## src/rtl/uart_io_pkg.sv

```systemverilog
// Shared constants for the j1 UART peripheral: bus addresses, status layout,
// FSM encodings and the divisor clamp used by both bit timers.
package uart_io_pkg;

  localparam logic [15:0] ADDR_DATA = 16'h1000;
  localparam logic [15:0] ADDR_STAT = 16'h2000;
  localparam logic [15:0] ADDR_DIV  = 16'h4000;
  localparam logic [15:0] DIV_RESET = 16'd104;

  localparam int FIFO_DEPTH = 16;
  localparam int CNT_W      = $clog2(FIFO_DEPTH) + 1;

  localparam int TX_RDY   = 0;
  localparam int RX_AVAIL = 1;
  localparam int OVF      = 2;
  localparam int FERR     = 3;
  localparam int CNT_LSB  = 4;
  localparam int IRQEN    = 15;

  typedef logic [1:0] uart_state_t;

  localparam uart_state_t ST_IDLE  = 2'd0;
  localparam uart_state_t ST_START = 2'd1;
  localparam uart_state_t ST_DATA  = 2'd2;
  localparam uart_state_t ST_STOP  = 2'd3;

  // A divisor below 2 would make the half-bit wait zero, so clamp it.
  function automatic logic [15:0] eff_div(input logic [15:0] div);
    return (div < 16'd2) ? 16'd2 : div;
  endfunction

endpackage

```

## src/rtl/sync_fifo.sv

```systemverilog
// Single-clock FIFO with show-ahead head output; a pop frees a slot for a
// push in the same cycle, so push+pop on a full FIFO both succeed.
module sync_fifo #(
  parameter int WIDTH = 8,
  parameter int DEPTH = 16
) (
  input  logic                     clk,
  input  logic                     resetq,
  input  logic                     push,
  input  logic                     pop,
  input  logic [WIDTH-1:0]         din,
  output logic [WIDTH-1:0]         head,
  output logic                     full,
  output logic                     empty,
  output logic [$clog2(DEPTH):0]   count
);

  localparam int AW = $clog2(DEPTH);

  logic [WIDTH-1:0] mem [DEPTH];
  logic [AW-1:0]    wr_ptr_reg;
  logic [AW-1:0]    rd_ptr_reg;
  logic [AW:0]      count_reg;
  logic             do_push;
  logic             do_pop;

  assign empty   = (count_reg == '0);
  assign full    = (count_reg == (AW+1)'(DEPTH));
  assign do_pop  = pop & ~empty;
  assign do_push = push & (~full | do_pop);
  assign head    = mem[rd_ptr_reg];
  assign count   = count_reg;

  always_ff @(posedge clk) begin
    if (do_push) mem[wr_ptr_reg] <= din;
  end

  always_ff @(posedge clk or negedge resetq) begin
    if (!resetq) begin
      wr_ptr_reg <= '0;
      rd_ptr_reg <= '0;
      count_reg  <= '0;
    end else begin
      if (do_push) wr_ptr_reg <= wr_ptr_reg + 1'b1;
      if (do_pop)  rd_ptr_reg <= rd_ptr_reg + 1'b1;
      case ({do_push, do_pop})
        2'b10:   count_reg <= count_reg + 1'b1;
        2'b01:   count_reg <= count_reg - 1'b1;
        default: count_reg <= count_reg;
      endcase
    end
  end

endmodule

```

## src/rtl/uart_io.sv

```systemverilog
// Memory-mapped UART for the j1 IO bus: register file, TX/RX bit engines,
// 16-entry RX FIFO and a level interrupt while RX data is pending.
module uart_io
  import uart_io_pkg::*;
(
  input  logic        clk,
  input  logic        resetq,
  input  logic        io_rd,
  input  logic        io_wr,
  input  logic [15:0] io_addr,
  input  logic [15:0] io_dout,
  output logic [15:0] io_din,
  input  logic        uart_rx,
  output logic        uart_tx,
  output logic        interrupt_request
);

  logic sel_data, sel_stat, sel_div;
  logic wr_data, wr_stat, wr_div, rd_pop;

  logic [15:0] div_reg;
  logic [15:0] bit_div;
  logic        irq_en_reg, ovf_reg, ferr_reg, irq_reg;
  logic        ovf_set, ferr_set;

  uart_state_t tx_state_reg;
  logic [15:0] tx_cnt_reg;
  logic [2:0]  tx_bit_reg;
  logic [7:0]  tx_shift_reg, hold_reg;
  logic        hold_full_reg, tx_out_reg;

  uart_state_t rx_state_reg;
  logic [15:0] rx_cnt_reg;
  logic [2:0]  rx_bit_reg;
  logic [7:0]  rx_shift_reg;
  logic        rx_meta_reg, rx_sync_reg, rx_prev_reg, rx_push_reg;

  logic [7:0]       fifo_head;
  logic             fifo_full, fifo_empty;
  logic [CNT_W-1:0] fifo_count;

  assign sel_data = (io_addr == ADDR_DATA);
  assign sel_stat = (io_addr == ADDR_STAT);
  assign sel_div  = (io_addr == ADDR_DIV);
  assign wr_data  = io_wr & sel_data;
  assign wr_stat  = io_wr & sel_stat;
  assign wr_div   = io_wr & sel_div;
  assign rd_pop   = io_rd & sel_data & ~fifo_empty;
  assign bit_div  = eff_div(div_reg);

  assign ovf_set  = rx_push_reg & fifo_full & ~rd_pop;
  assign ferr_set = (rx_state_reg == ST_STOP) & (rx_cnt_reg == 16'd0) & ~rx_sync_reg;

  assign uart_tx           = tx_out_reg;
  assign interrupt_request = irq_reg;

  always_comb begin
    io_din = 16'h0000;
    if (sel_data) begin
      io_din = fifo_empty ? 16'h0000 : {8'h00, fifo_head};
    end else if (sel_stat) begin
      io_din[TX_RDY]              = ~hold_full_reg;
      io_din[RX_AVAIL]            = ~fifo_empty;
      io_din[OVF]                 = ovf_reg;
      io_din[FERR]                = ferr_reg;
      io_din[CNT_LSB +: CNT_W]    = fifo_count;
      io_din[IRQEN]               = irq_en_reg;
    end else if (sel_div) begin
      io_din = div_reg;
    end
  end

  // Hardware set is OR'd in after the software clear so it wins a tie.
  always_ff @(posedge clk or negedge resetq) begin
    if (!resetq) begin
      div_reg    <= DIV_RESET;
      irq_en_reg <= 1'b0;
      ovf_reg    <= 1'b0;
      ferr_reg   <= 1'b0;
      irq_reg    <= 1'b0;
    end else begin
      if (wr_div)  div_reg    <= io_dout;
      if (wr_stat) irq_en_reg <= io_dout[IRQEN];
      ovf_reg  <= (ovf_reg  & ~(wr_stat & io_dout[OVF]))  | ovf_set;
      ferr_reg <= (ferr_reg & ~(wr_stat & io_dout[FERR])) | ferr_set;
      irq_reg  <= irq_en_reg & ~fifo_empty;
    end
  end

  always_ff @(posedge clk or negedge resetq) begin
    if (!resetq) begin
      tx_state_reg  <= ST_IDLE;
      tx_cnt_reg    <= 16'd0;
      tx_bit_reg    <= 3'd0;
      tx_shift_reg  <= 8'h00;
      hold_reg      <= 8'h00;
      hold_full_reg <= 1'b0;
      tx_out_reg    <= 1'b1;
    end else begin
      if (wr_data && !hold_full_reg) begin
        hold_reg      <= io_dout[7:0];
        hold_full_reg <= 1'b1;
      end
      case (tx_state_reg)
        ST_IDLE: begin
          tx_out_reg <= 1'b1;
          if (hold_full_reg) begin
            tx_shift_reg  <= hold_reg;
            hold_full_reg <= 1'b0;
            tx_out_reg    <= 1'b0;
            tx_cnt_reg    <= bit_div - 16'd1;
            tx_state_reg  <= ST_START;
          end
        end
        ST_START: begin
          if (tx_cnt_reg == 16'd0) begin
            tx_out_reg   <= tx_shift_reg[0];
            tx_bit_reg   <= 3'd0;
            tx_cnt_reg   <= bit_div - 16'd1;
            tx_state_reg <= ST_DATA;
          end else begin
            tx_cnt_reg <= tx_cnt_reg - 16'd1;
          end
        end
        ST_DATA: begin
          if (tx_cnt_reg == 16'd0) begin
            tx_cnt_reg <= bit_div - 16'd1;
            if (tx_bit_reg == 3'd7) begin
              tx_out_reg   <= 1'b1;
              tx_state_reg <= ST_STOP;
            end else begin
              tx_shift_reg <= {1'b0, tx_shift_reg[7:1]};
              tx_out_reg   <= tx_shift_reg[1];
              tx_bit_reg   <= tx_bit_reg + 3'd1;
            end
          end else begin
            tx_cnt_reg <= tx_cnt_reg - 16'd1;
          end
        end
        default: begin
          // Stop bit: chain straight into the next start bit if a byte waits.
          if (tx_cnt_reg == 16'd0) begin
            if (hold_full_reg) begin
              tx_shift_reg  <= hold_reg;
              hold_full_reg <= 1'b0;
              tx_out_reg    <= 1'b0;
              tx_cnt_reg    <= bit_div - 16'd1;
              tx_state_reg  <= ST_START;
            end else begin
              tx_state_reg <= ST_IDLE;
            end
          end else begin
            tx_cnt_reg <= tx_cnt_reg - 16'd1;
          end
        end
      endcase
    end
  end

  always_ff @(posedge clk or negedge resetq) begin
    if (!resetq) begin
      rx_meta_reg  <= 1'b1;
      rx_sync_reg  <= 1'b1;
      rx_prev_reg  <= 1'b1;
      rx_state_reg <= ST_IDLE;
      rx_cnt_reg   <= 16'd0;
      rx_bit_reg   <= 3'd0;
      rx_shift_reg <= 8'h00;
      rx_push_reg  <= 1'b0;
    end else begin
      rx_meta_reg <= uart_rx;
      rx_sync_reg <= rx_meta_reg;
      rx_prev_reg <= rx_sync_reg;
      rx_push_reg <= 1'b0;
      case (rx_state_reg)
        ST_IDLE: begin
          if (rx_prev_reg && !rx_sync_reg) begin
            rx_cnt_reg   <= (bit_div >> 1) - 16'd1;
            rx_state_reg <= ST_START;
          end
        end
        ST_START: begin
          if (rx_cnt_reg == 16'd0) begin
            if (!rx_sync_reg) begin
              rx_bit_reg   <= 3'd0;
              rx_cnt_reg   <= bit_div - 16'd1;
              rx_state_reg <= ST_DATA;
            end else begin
              rx_state_reg <= ST_IDLE;
            end
          end else begin
            rx_cnt_reg <= rx_cnt_reg - 16'd1;
          end
        end
        ST_DATA: begin
          if (rx_cnt_reg == 16'd0) begin
            rx_shift_reg <= {rx_sync_reg, rx_shift_reg[7:1]};
            rx_cnt_reg   <= bit_div - 16'd1;
            if (rx_bit_reg == 3'd7) rx_state_reg <= ST_STOP;
            else                    rx_bit_reg   <= rx_bit_reg + 3'd1;
          end else begin
            rx_cnt_reg <= rx_cnt_reg - 16'd1;
          end
        end
        default: begin
          if (rx_cnt_reg == 16'd0) begin
            rx_push_reg  <= rx_sync_reg;
            rx_state_reg <= ST_IDLE;
          end else begin
            rx_cnt_reg <= rx_cnt_reg - 16'd1;
          end
        end
      endcase
    end
  end

  sync_fifo #(
    .WIDTH (8),
    .DEPTH (FIFO_DEPTH)
  ) u_rx_fifo (
    .clk    (clk),
    .resetq (resetq),
    .push   (rx_push_reg),
    .pop    (rd_pop),
    .din    (rx_shift_reg),
    .head   (fifo_head),
    .full   (fifo_full),
    .empty  (fifo_empty),
    .count  (fifo_count)
  );

endmodule

```

## config.mk

```make
export PLATFORM = sky130hd
export DESIGN_NAME = uart_io
export DESIGN_NICKNAME = d
export VERILOG_FILES = /design/src/rtl/uart_io_pkg.sv /design/src/rtl/sync_fifo.sv /design/src/rtl/uart_io.sv
export SDC_FILE = /design/constraint.sdc
export NUM_CORES = 1
export LEC_CHECK = 0
export BUFFER_PORTS_ARGS = -buffer_cell sky130_fd_sc_hd__buf_2
export CAP_MARGIN = 20
export CORE_MARGIN = 4
export CORE_UTILIZATION = 25
export DETAILED_ROUTE_END_ITERATION = 10
export PLACE_DENSITY_LB_ADDON = 0.08
export SYNTH_ARGS = -nofsm -noshare
export SYNTH_HDL_FRONTEND = slang
export SYNTH_SLANG_ARGS = --single-unit
export TNS_END_PERCENT = 50
```

## constraint.sdc

```tcl
create_clock -name clk -period 3 [get_ports clk]
set_clock_uncertainty 0.05 [all_clocks]
set_input_delay 0.3 -clock clk [delete_from_list [all_inputs] [get_ports clk]]
set_output_delay 0.3 -clock clk [all_outputs]
set_load 0.03 [all_outputs]
```

==> results.cfg <==
[sta]
period_needed_ns = 3.14
tightest_slew_ns = 1.04
report.final.slew_viol_count = 0
hold_violations = 0
setup_violations = 8
max_slew_margin = 0.284
fin_ws_ns = -0.141
rsz0062_at_grt = true
fin_crit_sh = 1.05
finalSetupTns_ns = -0.865
max_freq_mhz = 318

[clock_tree]
cts_buffer_depth = 3
cts_made_buffers = 29
clk_pin_slew_ns = 0.06
cts_tree = yes
clock_latency_ns = 0.58
cts_root_buf = clkbuf_16
htree_levels = 1
clock_sinks = 233

[synthesis]
ys.flop_type = edfxtp_1
syn_area_per_cell_um2 = 12.0
synthAdderAreaFrac = 0.0300
netlist_area_um2 = 11900
ys_types = 80
muxShareOfSynthArea = 0.112
syn_nets = 1058
ys.warnings.count = 0
synth_top_family_by_area = simple AND/OR/NAND/NOR gates
synthSimpleGateAreaFrac = 0.132
async_flop_share = 0.451
synth-compound-area-share = 0.118
synth_xor_area_frac = 0.0293
synth-seq-area-share = 0.542
synthCells = 993
ys_seq_elements = 233
synth_edf_count = 128

[run_status]
status = complete, but fails checks
violations = negative setup slack

[cells_and_area]
stdcell_area_um2 = 15100
most-common-layout-cells = edfxtp_1 (128), buf_4 (104), dfrtp_1 (97)
layout_commonest_cell = edfxtp_1
nNetsFinal = 1215
drive_gt1_frac = 0.294
syn_to_final_growth_pct = 26.8
largest_register_ffs = 128
finish.utilization = 0.323
fin_cells = 1782
top_register = u_rx_fifo.mem

[placed_design]
placed_cell_area_um2 = 13600
portBuffers = 54
dp_hpwl_um = 26400
placed_cells = 1700
gp_congestion = 0.752

[min_path]
min_path_type = in -> reg

[worst_setup_path]
worst_ep_arrival_time_ns = 2.79
cp_slowest_cell = mux4_2
cp_cell_sequence = buf_12 > buf_16 > mux4_2 > mux2i_2 > a211oi_2 > a221o_1 > buf_6
required_ns = 2.65
crit_buf_inv = 3
critical-path-max-stage-delay_ns = 0.53
end_kind = output pin
cp_top_family = multiplexers
start_kind = flip-flop
crit_path_max_fanout = 7
criticalPathCategory = reg -> out
rrSetupSlack_ns = 0.20

[die]
fp-row-count = 79
chipWidth_um = 227
die_y_um = 227
pin_count = 55
dieArea_um2 = 51400
core-area_um2 = 46900
initial_core_util = 0.255

[global_routing]
grt-ovfl-total = 0
grt_usage = 0.147
grt_max_degree = 49
antenna_found_initial = 2
grt_pass1_vias = 8826
grt_pass1_wl_um = 57400

[routing]
routed_wl_um = 37400
vias = 8421
postRouteAntennaNets = 0
top_layer = met4
routed_via_density = 4.73
first_iter_violations = 491
drc = 0
wl_met1_um = 17200
wire_per_inst_um = 21.0
dr_wl_met3_um = 1190
dr_wl_met2_um = 18400
dr.pass1.iters = 5

[power_and_ir_drop]
ir_drop_v = 0.000415
p_per_area_nw_per_um2 = 687
p_leak_nw = 5.79

[flow_run]
cap_violations = 0
-- final cells by class --
class                   count  area [µm²]
diodes                      2        5.00
clock buffers              31         743
clock inverters            23         285
fillers                  4788       31700
inverters                  37         139
multi-input cells         663        5230
flip-flops and latches    233        6480
well taps                 607         759
repair buffers            186        1510
-- Yosys cell counts, drive strengths merged, types with 6 or more instances --
library cell	number	area share
mux4	32	0.060
o211ai	15	0.0094
nor2	65	0.020
nor4b	7	0.0074
nor4	16	0.011
xnor2	22	0.016
nand3b	8	0.0057
dfrtp	98	0.21
ha	27	0.028
nand4	8	0.0042
clkbuf	34	0.011
mux2	36	0.034
nor3	37	0.015
a211oi	17	0.011
o21ai	50	0.021
nor2b	10	0.0052
a21oi	39	0.018
edfxtp	128	0.32
a211o	6	0.0044
xor2	18	0.013
nand2	88	0.028
a221o	7	0.0059
buf	26	0.014
mux2i	21	0.018
o22ai	6	0.0031
o31ai	11	0.0081
nand3	20	0.0088
and2	10	0.0052
a21o	7	0.0044
inv	35	0.011
dfstp	7	0.015
or4	6	0.0041
-- kinds of logic after synthesis --
group / count (synthesis)
muxes: 89
buffers and inverters: 97
AOI/OAI and AO/OA: 204
DFF: 233
and+or+nand+nor: 302
adders and majority gates: 28
xor gates and xnor gates: 40
-- what timing repair did --
item	CTS	global route
cloned	2	0
pin swaps	6	7
setup endpoints to repair	8	13
hold buffers	18	0
buffers inserted	7	0
hold endpoints to repair	57	0
gates resized for setup	40	14
-- worst paths after layout --
kind	from	end	depth (start not counted)
setup / recovery	u_rx_fifo.rd_ptr_reg[0]$_DFFE_PN0P_	io_din[7]	7
hold / removal	io_rd	u_rx_fifo.rd_ptr_reg[2]$_DFFE_PN0P_	3
setup reg to reg	div_reg[14]$_DFFE_PN0P_	rx_cnt_reg[9]$_DFFE_PN0P_	11
hold reg to reg	rx_meta_reg$_DFF_PN1_	rx_sync_reg$_DFF_PN1_	0
max in group asynchronous	resetq	div_reg[6]$_DFFE_PN1P_	3
min in group asynchronous	resetq	rx_cnt_reg[11]$_DFFE_PN0P_	2
-- through the flow --
step           worst slack (ns)  hold WS (ns)  power, mW
2_1_floorplan            0.0685       -0.0456       5.77
3_3_place_gp             0.0813         0.294       6.72
3_5_place_dp             0.0822         0.296       6.69
4_1_cts                  -0.221       0.00360       10.6
5_1_grt                  -0.241        0.0314       11.0
6_report                 -0.141        0.0419       10.4
-- per-layer routing --
metal  GRT usage  vias up
met5           0        -
met4      0.0279        0
met3      0.0203       39
met2       0.248      132
met1       0.203     4185
li1            -     4065
-- where the power goes --
group / total (mW) / internal, mW / switching (mW)
Combinational: 2.75 / 1.12 / 1.63
Clock: 3.76 / 2.25 / 1.52
Sequential: 3.89 / 3.61 / 0.283
Total: 10.4 / 6.98 / 3.42
-- worst min-delay path: stages --
cell    delay, ns
buf_2        0.10
and3_1       0.15
xor2_1       0.07
(Power assumes the default switching activity.)
